**config.mk**
```make
export PLATFORM = sky130hd
export DESIGN_NAME = peak_detector
export DESIGN_NICKNAME = d
export VERILOG_FILES = /design/src/rtl/peak_detector_pkg.sv /design/src/rtl/peak_event_slot.sv /design/src/rtl/peak_detector.sv
export SDC_FILE = /design/constraint.sdc
export NUM_CORES = 1
export LEC_CHECK = 0
export CAP_MARGIN = 15
export CORE_MARGIN = 8
export CORE_UTILIZATION = 50
export DETAILED_ROUTE_END_ITERATION = 12
export GPL_ROUTABILITY_DRIVEN = 0
export PLACE_DENSITY_LB_ADDON = 0.12
export SETUP_SLACK_MARGIN = 0.02
export SYNTH_ARGS = -nofsm -noshare
export SYNTH_HDL_FRONTEND = slang
export SYNTH_SLANG_ARGS = --single-unit
```
**constraint.sdc**
```tcl
create_clock -name clk -period 3.5 [get_ports clk]
set_input_delay 0.7 -clock clk [delete_from_list [all_inputs] [get_ports clk]]
set_output_delay 0.7 -clock clk [all_outputs]
set_load 0.03 [all_outputs]
```
**src/rtl/peak_detector_pkg.sv**
```systemverilog
// Shared widths, FSM state encoding and event layout for the peak detector.
// Filtered samples are SIZE_FILTER_DATA+3 bits wide, matching output_data_v2.
package peak_detector_pkg;

    localparam int SIZE_FILTER_DATA = 13;
    localparam int SIZE_TIMESTAMP   = 32;

    localparam int PD_DATA_W = SIZE_FILTER_DATA + 3;
    localparam int PD_TS_W   = SIZE_TIMESTAMP;
    localparam int PD_LEN_W  = 8;
    localparam int PD_HYST   = 4;

    typedef enum logic [1:0] {
        IDLE,
        TRACK,
        HOLDOFF
    } peak_state_t;

    // Field order matches the packed event vector handed to peak_event_slot.
    typedef struct packed {
        logic signed [PD_DATA_W-1:0] amp;
        logic [PD_TS_W-1:0]          peak_time;
        logic [PD_LEN_W-1:0]         len;
        logic                        truncated;
    } peak_event_t;

endpackage

```
**src/rtl/peak_event_slot.sv**
```systemverilog
// One-deep valid/ready holding register for peak events.
// A load into a full, unaccepted slot is dropped and counted in lost_cnt.
module peak_event_slot #(
    parameter int EV_W = 57
) (
    input  logic            clk,
    input  logic            reset,
    input  logic            load_valid,
    input  logic [EV_W-1:0] load_data,
    input  logic            out_ready,
    output logic            out_valid,
    output logic [EV_W-1:0] out_data,
    output logic [15:0]     lost_cnt
);

    logic can_load;

    // The slot can take a new event when empty or when the held one leaves this clk.
    assign can_load = !out_valid || out_ready;

    // NOTE: sequential state uses non-blocking assignments so every register
    // samples the pre-edge values of its neighbours.
    always_ff @(posedge clk or negedge reset) begin
        if (!reset) begin
            out_valid <= 1'b0;
            out_data  <= '0;
            lost_cnt  <= '0;
        end else if (load_valid) begin
            if (can_load) begin
                out_valid <= 1'b1;
                out_data  <= load_data;
            end else if (lost_cnt != 16'hFFFF) begin
                lost_cnt <= lost_cnt + 16'd1;
            end
        end else if (out_ready) begin
            out_valid <= 1'b0;
        end
    end

endmodule

```
**src/rtl/peak_detector.sv**
```systemverilog
// Threshold-crossing pulse detector: tracks the maximum of each pulse and emits
// one event (amplitude, timestamp, length, truncation flag) per pulse.
module peak_detector
    import peak_detector_pkg::*;
#(
    parameter int DATA_W = PD_DATA_W,
    parameter int TS_W   = PD_TS_W,
    parameter int LEN_W  = PD_LEN_W,
    parameter int HYST   = PD_HYST
) (
    input  logic              clk,
    input  logic              reset,
    input  logic [DATA_W-1:0] input_data,
    input  logic [DATA_W-1:0] threshold,
    input  logic              enable,
    output logic              out_valid,
    input  logic              out_ready,
    output logic [DATA_W-1:0] peak_amp,
    output logic [TS_W-1:0]   peak_time,
    output logic [LEN_W-1:0]  pulse_len,
    output logic              truncated,
    output logic [15:0]       lost_cnt
);

    localparam int                  EV_W    = DATA_W + TS_W + LEN_W + 1;
    localparam logic [LEN_W-1:0]    MAX_LEN = '1;
    localparam logic signed [DATA_W:0] HYST_X = HYST[DATA_W:0];

    peak_state_t              state;
    logic [TS_W-1:0]          ts;
    logic signed [DATA_W-1:0] thr_l;
    logic signed [DATA_W-1:0] max_amp;
    logic [TS_W-1:0]          max_time;
    logic [LEN_W-1:0]         len;

    logic signed [DATA_W:0]   x_ext;
    logic signed [DATA_W:0]   end_level;
    logic                     below_end;
    logic                     start;
    logic                     len_full;
    logic                     emit;
    logic [EV_W-1:0]          emit_data;
    logic [EV_W-1:0]          slot_data;

    // End level is one bit wider so thr_l-HYST cannot wrap near the negative limit.
    assign x_ext     = {input_data[DATA_W-1], input_data};
    assign end_level = {thr_l[DATA_W-1], thr_l} - HYST_X;
    assign below_end = x_ext < end_level;
    assign start     = enable && ($signed(input_data) > $signed(threshold));
    assign len_full  = (len == MAX_LEN);

    // The event goes straight into the slot register, giving one clk of latency.
    assign emit      = (state == TRACK) && (below_end || len_full);
    assign emit_data = {max_amp, max_time, len, !below_end};

    always_ff @(posedge clk or negedge reset) begin
        if (!reset) begin
            ts <= '0;
        end else begin
            ts <= ts + 1'b1;
        end
    end

    always_ff @(posedge clk or negedge reset) begin
        if (!reset) begin
            state    <= IDLE;
            thr_l    <= '0;
            max_amp  <= '0;
            max_time <= '0;
            len      <= '0;
        end else begin
            case (state)
                IDLE: begin
                    if (start) begin
                        state    <= TRACK;
                        thr_l    <= $signed(threshold);
                        max_amp  <= $signed(input_data);
                        max_time <= ts;
                        len      <= {{(LEN_W-1){1'b0}}, 1'b1};
                    end
                end
                TRACK: begin
                    if (below_end) begin
                        state <= IDLE;
                    end else if (len_full) begin
                        state <= HOLDOFF;
                    end else begin
                        len <= len + 1'b1;
                        // Strict compare keeps the earliest of equal maxima.
                        if ($signed(input_data) > max_amp) begin
                            max_amp  <= $signed(input_data);
                            max_time <= ts;
                        end
                    end
                end
                HOLDOFF: begin
                    if (below_end) begin
                        state <= IDLE;
                    end
                end
                default: state <= IDLE;
            endcase
        end
    end

    peak_event_slot #(
        .EV_W(EV_W)
    ) u_slot (
        .clk       (clk),
        .reset     (reset),
        .load_valid(emit),
        .load_data (emit_data),
        .out_ready (out_ready),
        .out_valid (out_valid),
        .out_data  (slot_data),
        .lost_cnt  (lost_cnt)
    );

    assign {peak_amp, peak_time, pulse_len, truncated} = slot_data;

endmodule

```
# Yosys cells after proc, flatten, opt, wreduce, memory -nomap -nowiden
# Cells that the tools add are included.
# word_totals
input_bits	36
regBits	180
wordCells	66
# classes
n_lt_le_gt_ge	3
n_mux	22
bitwise	1
add_sub_neg	4
eq_ne	11
n_reduce_logical	16
# op_table
operator	count
32-bit 2-to-1 mux	4
16-bit 2-to-1 mux	4
32-bit case mux with 2 select lines	1
32-bit by 1-bit adder with 32-bit output (second input constant)	1
16-bit > comparator	2
16-bit case mux with 2 select lines	1
8-bit 2-to-1 mux	3
16-bit by 17-bit less-than comparator with 1-bit output	1
16-bit by 4-bit subtractor with 17-bit output (second input constant)	1
16-bit by 1-bit adder with 16-bit output (second input constant)	1
16-bit != test (second input constant)	1
8-bit case mux with 2 select lines	1
8-bit by 1-bit adder with 8-bit output (second input constant)	1
8-bit == test (second input constant)	1
2-bit 2-to-1 mux	4
2-bit != test (second input constant)	4
2-bit case mux with 3 select lines	1
2-bit AND reduction	3
3-bit AND reduction	2
5-bit AND reduction	1
2-bit by 1-bit != test with 1-bit output (second input constant)	2
4-bit AND reduction	1
2-bit nonzero test	2
1-bit 2-to-1 mux	3
8 further kinds	11

# Logic depth before layout (Yosys ltp)
# Gate-level depths: netlist of the first run.
# depth
word_depth	6
ltp_mapped	17
ltp_nobuf	15

# Hierarchy
# A second synthesis of the first run with hierarchy kept.
# unflattened
hier_cells	692
hier_area_um2	8640.8
# modules_own_cells
module	area_each_um2	seq_area_each_um2	n_inst	cells_each
peak_detector	5700.5	2652.5	1	497
peak_event_slot	2940.3	1851.8	1	195

# Worst setup path after synthesis of the first run
# Ideal clock, no wire load.
# synth_timing
path_type	register -> register
start	register thr_l[5]
end	register u_slot.out_data[31]
setup_ps	125
arrival_ps	3771
n_path_buf	2
period_less_slack_ps	3896
stages_incl_launch_ff	16
path_slack_ps	-396
cell_sequence	dfrtp_1 -> nor2_1 -> nand3_1 -> or3_1 -> nor4_1 -> nand2b_1 -> nor4_1 -> xnor2_1 -> ha_1 -> a2111oi_0 -> o2bb2ai_1 -> nor2b_1 -> nor4b_2 -> buf_2 -> buf_2 -> mux2_2
# synth_via
elab_chain_cells	5
# synth_lines
item	line_no	text
start: declaration	peak_detector.sv:31	logic signed [DATA_W-1:0] thr_l;
start signal: assignment	peak_detector.sv:76	thr_l <= $signed(threshold);
16-bit by 4-bit subtractor with 17-bit output	peak_detector.sv:47	assign end_level = {thr_l[DATA_W-1], thr_l} - HYST_X;
16-bit by 17-bit less-than comparator with 1-bit output	peak_detector.sv:48	assign below_end = x_ext < end_level;
1-bit logical OR	peak_detector.sv:53	assign emit = (state == TRACK) && (below_end || len_full);
1-bit logical AND	peak_detector.sv:53	
2-bit AND reduction (no line)	--	
end signal: assignment	peak_event_slot.sv:31	out_data <= load_data;
end: declaration	peak_event_slot.sv:12	output logic [EV_W-1:0] out_data,
# No other way between the ends.
# A chain may end at the register's enable or synchronous reset.

# Final worst setup path of the first run
# layout_timing
start	register thr_l[5]
end	register u_slot.out_data[46]
# Same word-level chain as after synthesis.

==> impl_metrics.csv, run 1 <==
group,metric,value,unit
clock_network,path_clk_slew,0.06,ns
grt,grt_overflow,0,
critical_path,slowest_stage,"dfrtp_1",
sta,tightestPinTransition,0.756,ns
drt,vias,6160,
critical_path,cp.arrival,4.08,ns
power,total_leakage_power,5.62,nW
sta,setup_viol,121,
logic_synthesis,ys_warn_count,0,
drt,viasPerCell,5.40,
logic_synthesis,synth_edf_count,0,
grt,antenna_found_initial,0,
die,die_w,147,µm
logic_synthesis,synth_commonest_cells,"dfrtp_1 (180), mux2_2 (88), ha_1 (52)",
critical_path,path_max_fanout,7,
sta,hold_violations,0,
critical_path,startpoint,"thr_l[5]$_DFFE_PN0P_",
sta,fin_crit_sh,108,%
logic_synthesis,synth_top_cell_by_area,"dfrtp_1",
power,swShare,35.1,%
die,die_h,147,µm
power,ir_drop,0.511,mV
clock_network,cts.sinks,180,
logic_synthesis,synth_cell_types,40,
drt,routed_wl,21900,µm
sta,fin_ws,-0.271,ns
clock_network,cts-root-buf,"clkbuf_16",
sta,relSlewSlack,49.6,%
grt,grt_max_degree,82,
power,p_sw,3.22,mW
die,core_area,16600,µm²
logic_synthesis,synth_area,8530,µm²
sta,slew_viol_final,0,
critical_path,reg2reg_from,"thr_l[5]$_DFFE_PN0P_",
sta,min_period,3.77,ns
run,maxCapViolations,0,
die,core.rowCount,47,
power,p_per_area,777,nW/µm²
drt,drc,0,
drt,drtIter0Drc,287,
power,p_int,5.95,mW
critical_path,required,3.81,ns
logic_synthesis,synth.avg_cell_area,12.0,µm²
drt,dr.pass1.iters,4,
place,post-place-ws,-0.316,ns
logic_synthesis,ys_seq_area_share,52.8,%
sta,rsz0062_at_grt,"yes",
logic_synthesis,yosysMostFrequentCell,"dfrtp_1",
critical_path,reg2regPathDepth,17,
grt,grt_usage,19.5,%
clock_network,clkLatencyLatePin,0.42,ns
die,initial_core_util,51.3,%
critical_path,reg2reg_slack,-0.27,ns
die,die_area,21500,µm²
clock_network,tritoncts,"done",
sta,skew,0.0106,ns
critical_path,path_cells,"nor2_2, buf_4, nand2_2, nor3_2, nand2_2, nor3_4, xnor2_1, ha_1, a21o_1, a2111oi_4, o2bb2ai_2, nor2b_4, nor4b_4, buf_4, buf_12, clkbuf_16, mux2_4",
layout,nNetsFinal,995,
critical_path,end_kind,"register",
drt,wl_per_cell,19.2,µm
sta,finalSetupTns,-25.20,ns
hold_path,hold_path.class,"in -> async",
power,p_seq_share,30.9,%
grt,grt_pass1_vias,6510,
run_status,violations,"setup timing",
die,ios,110,
sta,clock.fmax,0.265,GHz
place,io_buffers,109,
logic_synthesis,synth_async_sr_flop_share,100,%
critical_path,worstSetupStartpointType,"register",
critical_path,reg2reg_to,"u_slot.out_data[46]$_DFFE_PN0P_",
logic_synthesis,synthTopCellsByArea,"dfrtp_1 (53%), mux2_2 (12%), ha_1 (7.6%)",
grt,grt_pass1_wl,33800,µm
clock_network,cts_inserted_buffers,17,
layout,diodes,0,
critical_path,max_stage_delay,0.39,ns
drt,antenna_left,0,
layout,multi_input_area,4240,µm²
clock_network,cts.path.max_buffers,2,
place,dp.final_hpwl,13400,µm
logic_synthesis,yosysTopAreaCellShare,52.8,%
power,power_frac_clock,18.5,%
logic_synthesis,syn-instance-count,710,
power,power_frac_comb,50.6,%
critical_path,crit_end,"u_slot.out_data[46]$_DFFE_PN0P_",
run_status,outcome,"finished with violations",
power,finalPower,9.16,mW
layout,drive_gt1_share,27.7,%
logic_synthesis,ys_seq_elements,180,
layout,nFillCells,1181,
critical_path,path_class,"reg -> reg",
logic_synthesis,syn_nets,798,
logic_synthesis,synth-main-ff-cell,"dfrtp_1",
layout,seq_area,4500,µm²
clock_network,htree_levels,4,
layout,area_growth_syn_to_layout,38.2,%
-- state kept, by name, indices dropped and copies added, names as in the netlist --
| register | flops |
|---|---|
| u_slot.out_data | 57 |
| max_time | 32 |
| ts | 32 |
| max_amp | 16 |
| thr_l | 16 |
| u_slot.lost_cnt | 16 |
| len | 8 |
| state | 2 |
| u_slot.out_valid | 1 |
-- logic make-up after synthesis --
logic type | share of synthesized area [%]
compound gates | 4.77
xor+xnor | 5.75
fa+ha+maj | 7.62
buf+inv | 3.17
flops | 52.8
mux | 15.4
simple gates | 10.5
-- critical path, delay by kind of cell, from the launching register on --
kind | cells | cell delay (ns)
and+or+nand+nor | 7 | 1.22
AOI/OAI and AO/OA | 3 | 0.69
buffers and inverters | 4 | 0.61
DFF | 1 | 0.39
adders and majority gates | 1 | 0.34
muxes | 1 | 0.30
xor gates and xnor gates | 1 | 0.11
-- worst min-delay path by stage --
stage                                          startpoint  depth (start not counted)                         endpoint  slack, ns
after CTS                                           reset                          1  u_slot.out_data[50]$_DFFE_PN0P_       0.35
after global placement                   ts[31]$_DFF_PN0_                          1                 ts[31]$_DFF_PN0_       0.47
after floorplan                                     reset                          0               len[0]$_DFFE_PN0P_       0.40
after global routing                                reset                          1           max_amp[9]$_DFFE_PN0P_       0.37
after detailed placement  u_slot.lost_cnt[12]$_DFFE_PN0P_                          1  u_slot.lost_cnt[12]$_DFFE_PN0P_       0.48
final                                               reset                          1  u_slot.out_data[50]$_DFFE_PN0P_       0.32
-- cell type report --
class	instances	area share [%]
flip-flops and latches	180	38.2
multi-input cells	466	35.9
repair buffers	198	17.8
clock buffers	25	3.95
well taps	220	2.33
inverters	44	1.40
clock inverters	7	0.414
-- cell usage in the layout (no fill, tap or decap), types with 19 or more instances in the layout --
cell / n
nand2_1: 46
clkbuf_16: 22
nor2_1: 25
inv_1: 42
nand3_1: 27
ha_1: 51
nand4_1: 19
buf_4: 55
mux2_4: 93
dfrtp_1: 180
clkdlybuf4s50_1: 108
xnor2_1: 40
o21ai_0: 22
a21oi_1: 22
-- power groups by stage --
| stage | registers (mW) | clock network, mW | logic (mW) |
|---|---|---|---|
| 2_1_floorplan | 3.13 | 0 | 1.90 |
| 3_3_place_gp | 2.81 | 0 | 3.22 |
| 4_1_cts | 2.80 | 1.73 | 3.90 |
| 6_report | 2.83 | 1.70 | 4.64 |
| 3_5_place_dp | 2.83 | 0 | 3.31 |
| 5_1_grt | 2.89 | 1.82 | 4.93 |
-- metal layers --
layer  track usage (%)  part of all wire [%]  up-vias
li1                  -                     -     2867
met1              25.5                    45     3114
met2              31.5                    48      149
met3              4.67                   5.2       30
met4              6.08                   1.7        0
met5                 0                     0        -
-- per-stage QoR --
| stage | utilization [%] | instance area [µm²] | hold slack (ns) | std cells |
|---|---|---|---|---|
| after floorplan | - | 8660 | 0.404 | 710 |
| after global placement | 62.1 | 10300 | 0.465 | 1071 |
| after detailed placement | 62.1 | 10300 | 0.484 | 1071 |
| after CTS | 67.4 | 11200 | 0.348 | 1118 |
| after global routing | 70.9 | 11800 | 0.373 | 1140 |
| final | 70.9 | 11800 | 0.318 | 1140 |
-- what timing repair did --
item                       CTS  global route
pin swaps                    1            23
buffers inserted             9            20
setup endpoints to repair  124           127
hold buffers                 0             0
cloned                       7             7
gates resized for setup     37            98
Note: power is estimated with default switching activity, not from simulation.
==> inputs of run 2 (changes only) <==
HOLD_SLACK_MARGIN = 0.05   (was not set)
==> results of run 2 <==
Same layout as run 1: the final DEF is identical, and so are final timing and power.
